## src/rtl/ex_stage_if.sv

```systemverilog
// Handshake and data bundle between decode, the execute stage and the memory stage.
// The execute stage takes the slave view; the producer/consumer side takes the master view.
interface ex_stage_if #(
   parameter int unsigned XLEN = 32
);
   logic            in_valid;
   logic            in_ready;
   logic [XLEN-1:0] in_pc;
   logic [XLEN-1:0] in_rs1;
   logic [XLEN-1:0] in_rs2;
   logic [XLEN-1:0] in_imm;
   logic            in_a_sel;
   logic            in_b_sel;
   logic [3:0]      in_alu_sel;
   logic            in_mem_wr;
   logic [1:0]      in_wb_sel;
   logic [4:0]      in_rd;

   logic            out_valid;
   logic            out_ready;
   logic [XLEN-1:0] out_alu;
   logic [XLEN-1:0] out_store;
   logic [XLEN-1:0] out_pc4;
   logic            out_mem_wr;
   logic [1:0]      out_wb_sel;
   logic [4:0]      out_rd;

   modport master (
      output in_valid, in_pc, in_rs1, in_rs2, in_imm, in_a_sel, in_b_sel, in_alu_sel,
             in_mem_wr, in_wb_sel, in_rd, out_ready,
      input  in_ready, out_valid, out_alu, out_store, out_pc4, out_mem_wr, out_wb_sel, out_rd
   );

   modport slave (
      input  in_valid, in_pc, in_rs1, in_rs2, in_imm, in_a_sel, in_b_sel, in_alu_sel,
             in_mem_wr, in_wb_sel, in_rd, out_ready,
      output in_ready, out_valid, out_alu, out_store, out_pc4, out_mem_wr, out_wb_sel, out_rd
   );
endinterface

```

## src/rtl/ex_stage.sv

```systemverilog
// Execute stage: operand select, ALU, and a single registered EX/MEM entry with
// valid/ready on both sides, flush squash and a saturating retired-op counter.
module ex_stage #(
   parameter int unsigned XLEN  = 32,
   parameter int unsigned CNT_W = 32
) (
   input  logic             clk,
   input  logic             rst_n,
   input  logic             flush,
   ex_stage_if.slave        bus,
   output logic [CNT_W-1:0] retired_cnt
);
   localparam logic [CNT_W-1:0] CntOne = 1;
   localparam logic [CNT_W-1:0] CntMax = '1;

   logic [XLEN-1:0] op_a;
   logic [XLEN-1:0] op_b;
   logic [XLEN-1:0] alu_res;
   logic [4:0]      shamt;
   logic            capture;
   logic            retire;

   logic            valid_q, valid_d;
   logic [XLEN-1:0] alu_q;
   logic [XLEN-1:0] store_q;
   logic [XLEN-1:0] pc4_q;
   logic            mem_wr_q;
   logic [1:0]      wb_sel_q;
   logic [4:0]      rd_q;
   logic [CNT_W-1:0] cnt_q;

   assign op_a  = bus.in_a_sel ? bus.in_pc : bus.in_rs1;
   assign op_b  = bus.in_b_sel ? bus.in_imm : bus.in_rs2;
   assign shamt = op_b[4:0];

   always_comb begin
      alu_res = '0;
      case (bus.in_alu_sel)
         4'b0000: alu_res = op_a << shamt;
         4'b0001: alu_res = {{(XLEN-1){1'b0}}, ($signed(op_a) < $signed(op_b))};
         4'b0010: alu_res = op_a + op_b;
         4'b0011: alu_res = {{(XLEN-1){1'b0}}, (op_a < op_b)};
         4'b0100: alu_res = op_a ^ op_b;
         4'b0101: alu_res = op_a >> shamt;
         4'b0110: alu_res = op_a | op_b;
         4'b0111: alu_res = op_a & op_b;
         4'b1000: alu_res = op_a - op_b;
         4'b1001: alu_res = op_b;
         4'b1101: alu_res = $unsigned($signed(op_a) >>> shamt);
         default: alu_res = '0;
      endcase
   end

   // No skid buffer: upstream may only advance when the single entry frees up this cycle.
   assign bus.in_ready = !flush && (!valid_q || bus.out_ready);
   assign capture      = bus.in_valid && bus.in_ready;
   assign retire       = valid_q && bus.out_ready;

   always_comb begin
      valid_d = valid_q;
      if (flush) begin
         valid_d = 1'b0;
      end else if (capture) begin
         valid_d = 1'b1;
      end else if (retire) begin
         valid_d = 1'b0;
      end
   end

   always_ff @(posedge clk or negedge rst_n) begin
      if (!rst_n) begin
         valid_q  <= 1'b0;
         alu_q    <= '0;
         store_q  <= '0;
         pc4_q    <= '0;
         mem_wr_q <= 1'b0;
         wb_sel_q <= '0;
         rd_q     <= '0;
         cnt_q    <= '0;
      end else begin
         valid_q <= valid_d;
         if (capture) begin
            alu_q    <= alu_res;
            store_q  <= bus.in_rs2;
            pc4_q    <= bus.in_pc + XLEN'(4);
            mem_wr_q <= bus.in_mem_wr;
            wb_sel_q <= bus.in_wb_sel;
            rd_q     <= bus.in_rd;
         end
         // A handshake completing in a flush cycle still retires.
         if (retire && (cnt_q != CntMax)) begin
            cnt_q <= cnt_q + CntOne;
         end
      end
   end

   assign bus.out_valid  = valid_q;
   assign bus.out_alu    = alu_q;
   assign bus.out_store  = store_q;
   assign bus.out_pc4    = pc4_q;
   assign bus.out_mem_wr = mem_wr_q && valid_q;
   assign bus.out_wb_sel = wb_sel_q;
   assign bus.out_rd     = rd_q;
   assign retired_cnt    = cnt_q;
endmodule

```

## src/flat_wrapper.sv

```systemverilog
// flat-port wrapper written by rule: the top's interface ports become plain ports
module ex_stage_flat 
#(
   parameter int unsigned XLEN  = 32,
   parameter int unsigned CNT_W = 32
)
  (clk, rst_n, flush, retired_cnt, bus_in_valid, bus_in_pc, bus_in_rs1, bus_in_rs2, bus_in_imm, bus_in_a_sel, bus_in_b_sel, bus_in_alu_sel, bus_in_mem_wr, bus_in_wb_sel, bus_in_rd, bus_out_ready, bus_in_ready, bus_out_valid, bus_out_alu, bus_out_store, bus_out_pc4, bus_out_mem_wr, bus_out_wb_sel, bus_out_rd);
  ex_stage_if #(.XLEN(XLEN)) bus_i ();
  input  logic clk;
  input  logic rst_n;
  input  logic flush;
  output logic [CNT_W-1:0] retired_cnt;
  input wire logic [$bits(bus_i.in_valid)-1:0] bus_in_valid;
  input wire logic [$bits(bus_i.in_pc)-1:0] bus_in_pc;
  input wire logic [$bits(bus_i.in_rs1)-1:0] bus_in_rs1;
  input wire logic [$bits(bus_i.in_rs2)-1:0] bus_in_rs2;
  input wire logic [$bits(bus_i.in_imm)-1:0] bus_in_imm;
  input wire logic [$bits(bus_i.in_a_sel)-1:0] bus_in_a_sel;
  input wire logic [$bits(bus_i.in_b_sel)-1:0] bus_in_b_sel;
  input wire logic [$bits(bus_i.in_alu_sel)-1:0] bus_in_alu_sel;
  input wire logic [$bits(bus_i.in_mem_wr)-1:0] bus_in_mem_wr;
  input wire logic [$bits(bus_i.in_wb_sel)-1:0] bus_in_wb_sel;
  input wire logic [$bits(bus_i.in_rd)-1:0] bus_in_rd;
  input wire logic [$bits(bus_i.out_ready)-1:0] bus_out_ready;
  output wire logic [$bits(bus_i.in_ready)-1:0] bus_in_ready;
  output wire logic [$bits(bus_i.out_valid)-1:0] bus_out_valid;
  output wire logic [$bits(bus_i.out_alu)-1:0] bus_out_alu;
  output wire logic [$bits(bus_i.out_store)-1:0] bus_out_store;
  output wire logic [$bits(bus_i.out_pc4)-1:0] bus_out_pc4;
  output wire logic [$bits(bus_i.out_mem_wr)-1:0] bus_out_mem_wr;
  output wire logic [$bits(bus_i.out_wb_sel)-1:0] bus_out_wb_sel;
  output wire logic [$bits(bus_i.out_rd)-1:0] bus_out_rd;
  assign bus_i.in_valid = bus_in_valid;
  assign bus_i.in_pc = bus_in_pc;
  assign bus_i.in_rs1 = bus_in_rs1;
  assign bus_i.in_rs2 = bus_in_rs2;
  assign bus_i.in_imm = bus_in_imm;
  assign bus_i.in_a_sel = bus_in_a_sel;
  assign bus_i.in_b_sel = bus_in_b_sel;
  assign bus_i.in_alu_sel = bus_in_alu_sel;
  assign bus_i.in_mem_wr = bus_in_mem_wr;
  assign bus_i.in_wb_sel = bus_in_wb_sel;
  assign bus_i.in_rd = bus_in_rd;
  assign bus_i.out_ready = bus_out_ready;
  assign bus_in_ready = bus_i.in_ready;
  assign bus_out_valid = bus_i.out_valid;
  assign bus_out_alu = bus_i.out_alu;
  assign bus_out_store = bus_i.out_store;
  assign bus_out_pc4 = bus_i.out_pc4;
  assign bus_out_mem_wr = bus_i.out_mem_wr;
  assign bus_out_wb_sel = bus_i.out_wb_sel;
  assign bus_out_rd = bus_i.out_rd;
  ex_stage #(.XLEN(XLEN), .CNT_W(CNT_W)) u_core (.clk(clk), .rst_n(rst_n), .flush(flush), .bus(bus_i), .retired_cnt(retired_cnt));
endmodule
```

## config.mk

```make
export PLATFORM = sky130hd
export DESIGN_NAME = ex_stage_flat
export DESIGN_NICKNAME = d
export VERILOG_FILES = /design/src/rtl/ex_stage_if.sv /design/src/rtl/ex_stage.sv /design/src/flat_wrapper.sv
export SDC_FILE = /design/constraint.sdc
export NUM_CORES = 1
export LEC_CHECK = 0
export BUFFER_PORTS_ARGS = -buffer_cell sky130_fd_sc_hd__clkbuf_2
export CAP_MARGIN = 40
export CORE_MARGIN = 3
export CORE_UTILIZATION = 50
export DETAILED_ROUTE_END_ITERATION = 8
export PLACE_DENSITY = 0.8
export SLEW_MARGIN = 25
export SYNTH_ARGS = -nofsm -noshare
export SYNTH_HDL_FRONTEND = slang
export SYNTH_SLANG_ARGS = --single-unit
export TNS_END_PERCENT = 20
```

## constraint.sdc

```tcl
create_clock -name clk -period 7.7 [get_ports clk]
set_input_delay 2.31 -clock clk [delete_from_list [all_inputs] [get_ports clk]]
set_output_delay 2.31 -clock clk [all_outputs]
set_load 0.02 [all_outputs]
```

==> reports/results.ini <==
[cells_and_area]
multi_input_area_mm2 = 0.0111
regArea_mm2 = 0.00343
drive_above_1_share_pct = 20.0
nets = 2520
fillers = 2836
antenna_cells = 0
syn_to_final_growth_pct = 16.0

[global_route]
grt_max_degree = 75
antenna_found_initial = 1
grt_pass1_wl_mm = 106
track_usage_pct = 41.5
grt_pass1_vias = 17000
grt.overflow.total = 0

[critical_path]
crit_type = input pin to flop
end_kind = flop
max_stage_delay_ns = 0.59
r2r_slack_ns = 4.73
startpoint_type = input pin
critPathSlowestCell = or4_1
reg2reg_from = u_core.bus.out_valid
arrival_ns = 6.80
worstRegToRegCells = 7
crit_end = u_core.bus.out_alu[29]
crit_fanout = 19
path_cells = clkbuf_2 > buf_4 > mux2i_1 > ha_1 > or4_1 > or3_1 > a211oi_1 > nor2_1 > o41ai_4 > a41oi_1 > a221oi_1 > a21oi_1 > o31ai_1
timing.rr.end = u_core.bus.out_alu[18]
startpoint = bus_in_b_sel
worstPathRequired_ns = 8.06

[timing]
tightest_slew_ns = 0.998
fin_tns_setup_ns = 0
finClkSkew_ns = 0.00948
setup_viol = 0
rsz0062_at_grt = false
hold_viol = 0
holdWs_ns = 0.476
drv_slew = 0
finalCriticalPeriod_ns = 6.44
max_freq_mhz = 155
period_share_pct = 83.7
finalWorstSetupSlack_ns = 1.26
max_slew_margin_pct = 33.3

[outcome]
outcome = complete, no violations

[drt]
drtPass1Iterations = 6
postRouteAntennaNets = 0
drc_errors = 0
first_iter_violations = 2254
post_drt_wl_per_cell_um = 26.7
routed-via-count = 17800
vias_per_cell = 6.66
finalWirelength_mm = 71.1

[synthesis]
syn_avg_cell_area_um2 = 7.64
synth_top_area_share_pct = 22.1
yosysUniqueCellTypes = 86
synth_edf_count = 0
seq_area_frac_synth_pct = 22.1
synth_top_area_cell = dfrtp_1
netlist_instances = 2027
ys_ff_latch = 137
synth_flop_cell = dfrtp_1
synthesis.nets = 2282
syn_area_mm2 = 0.0155
ys_warn_count = 0
async_reset_ff_share_pct = 100
yosys-top-cells-area = dfrtp_1, mux2i_1, ha_1

[floorplanning]
fp.dieArea_mm2 = 0.0331
io_pins = 285
fp.dieH_um = 182
rows = 63
die_w_um = 182
core-area_mm2 = 0.0301
start_util_pct = 51.4

[cts]
cts_resized = 0
clk_pin_slew_ns = 0.07
postCtsHoldBufs = 0
cts_sinks = 137
cts_root_buffer = clkbuf_16
clk_latency_ns = 0.46
numCtsBuffers = 17
cts_max_path_buffers = 2
cts_tree = built
htreeDepth = 4
cts_setup_buffers = 0

[min_path]
hp-class = flop to flop
whs_path_depth = 2

[pwr]
leakage_uw = 0.00864
power_density_mw_per_mm2 = 183
ir_drop_uv = 139

[place]
dpl_worst_slack_ns = 1.00
place_congestion = 1.05
dp_hpwl_mm = 55.1
portBuffers = 284

[flow_run]
cap_viol_max_count = 0

cell usage after synthesis (12+ instances only):
cell type  instances
dfrtp_1          137
nand4_1           22
and3_1            17
xnor2_1           49
a22oi_1           23
nand2_1          336
ha_1             106
a221o_1           14
nor4_1            12
inv_1             97
a31oi_1           21
buf_2             20
a221oi_1          26
o221ai_1          15
nor3_1            39
nor2_1           139
xor2_1            28
nand3_1           56
clkbuf_1          88
o22ai_1           35
o211ai_1          21
a211oi_1          18
mux2_2            31
o31ai_1           18
mux2i_1          161
o21ai_0          124
buf_1             13
o21bai_1          16
a21oi_1          137
flip-flops by register name, indices dropped and copies added (netlist names):
name                   count
u_core.mem_wr_q            1
u_core.bus.out_store      32
u_core.retired_cnt        32
u_core.bus.out_alu        32
u_core.bus.out_pc4        32
u_core.bus.out_wb_sel      2
u_core.bus.out_valid       1
u_core.bus.out_rd          5
worst min path at each step:
stage	end	startpoint	slack, ns
2_1_floorplan	u_core.mem_wr_q	u_core.mem_wr_q	0.44
3_3_place_gp	u_core.mem_wr_q	u_core.mem_wr_q	0.45
3_5_place_dp	u_core.bus.out_store[11]	u_core.bus.out_store[11]	0.46
4_1_cts	u_core.bus.out_rd[2]	u_core.bus.out_rd[2]	0.48
5_1_grt	u_core.bus.out_store[5]	u_core.bus.out_store[5]	0.49
6_report	u_core.bus.out_pc4[25]	u_core.bus.out_pc4[25]	0.48
stage by stage:
stage,cell area (µm²),cells,utilization [%],power [µW]
floorplan,15500,2027,-,1830
finish,18000,2668,59.6,3280
global route,18000,2668,59.6,3420
global placement,17300,2633,57.6,2360
CTS,18000,2667,59.6,3240
detailed placement,17400,2635,57.7,2380
report_power, final:
part           total [µW]  internal, µW  switching [µW]
Clock                 854           467             387
Combinational        1540           503            1040
Sequential            885           814            71.6
Total                3280          1780            1500
area by class of cell:
| cell class | count | area share (%) |
|---|---|---|
| clock inverters | 14 | 0.822 |
| well taps | 390 | 2.72 |
| repair buffers | 351 | 10.8 |
| flip-flops and latches | 137 | 19.1 |
| multi-input cells | 1653 | 62.0 |
| inverters | 105 | 2.21 |
| clock buffers | 18 | 2.45 |
worst max-delay path: cells and delay by family:
kind / cells / cell delay (ns)
buf+inv: 2 / 0.89
compound gates: 6 / 1.62
fa+ha+maj: 1 / 0.44
simple gates: 3 / 1.08
mux: 1 / 0.43
layout by cell type (no fill, tap or decap), types with 22 or more instances in the layout:
cell      count
clkbuf_2    283
mux2i_1     159
dfrtp_1     137
xnor2_1      49
nand4_1      22
o21ai_0     124
nor2_1      138
nand3_1      55
a21oi_1     137
nor3_1       39
o22ai_1      35
inv_1        97
buf_4        64
ha_1        106
nand2_1     336
xor2_1       28
a221oi_1     26
mux2_2       31
a22oi_1      23
cells by family (layout without fill, tap and decap cells):
group | after synthesis | count (layout) | share of synthesized area (%)
XOR/XNOR | 77 | 77 | 4.36
multiplexers | 201 | 201 | 13.7
AND/OR/NAND/NOR | 690 | 690 | 19.8
buffers and inverters | 237 | 488 | 6.41
adder cells (fa/ha/maj) | 108 | 108 | 8.82
flip-flops | 137 | 137 | 22.1
AO/OA/AOI/OAI | 577 | 577 | 24.7
routing by layer:
| layer | global-route usage, % | wire length (µm) |
|---|---|---|
| met5 | 0 | 53 |
| met4 | 20.4 | 4100 |
| met3 | 9.98 | 8520 |
| met2 | 62.5 | 30300 |
| met1 | 55.7 | 28200 |
(Power assumes the default switching activity.)
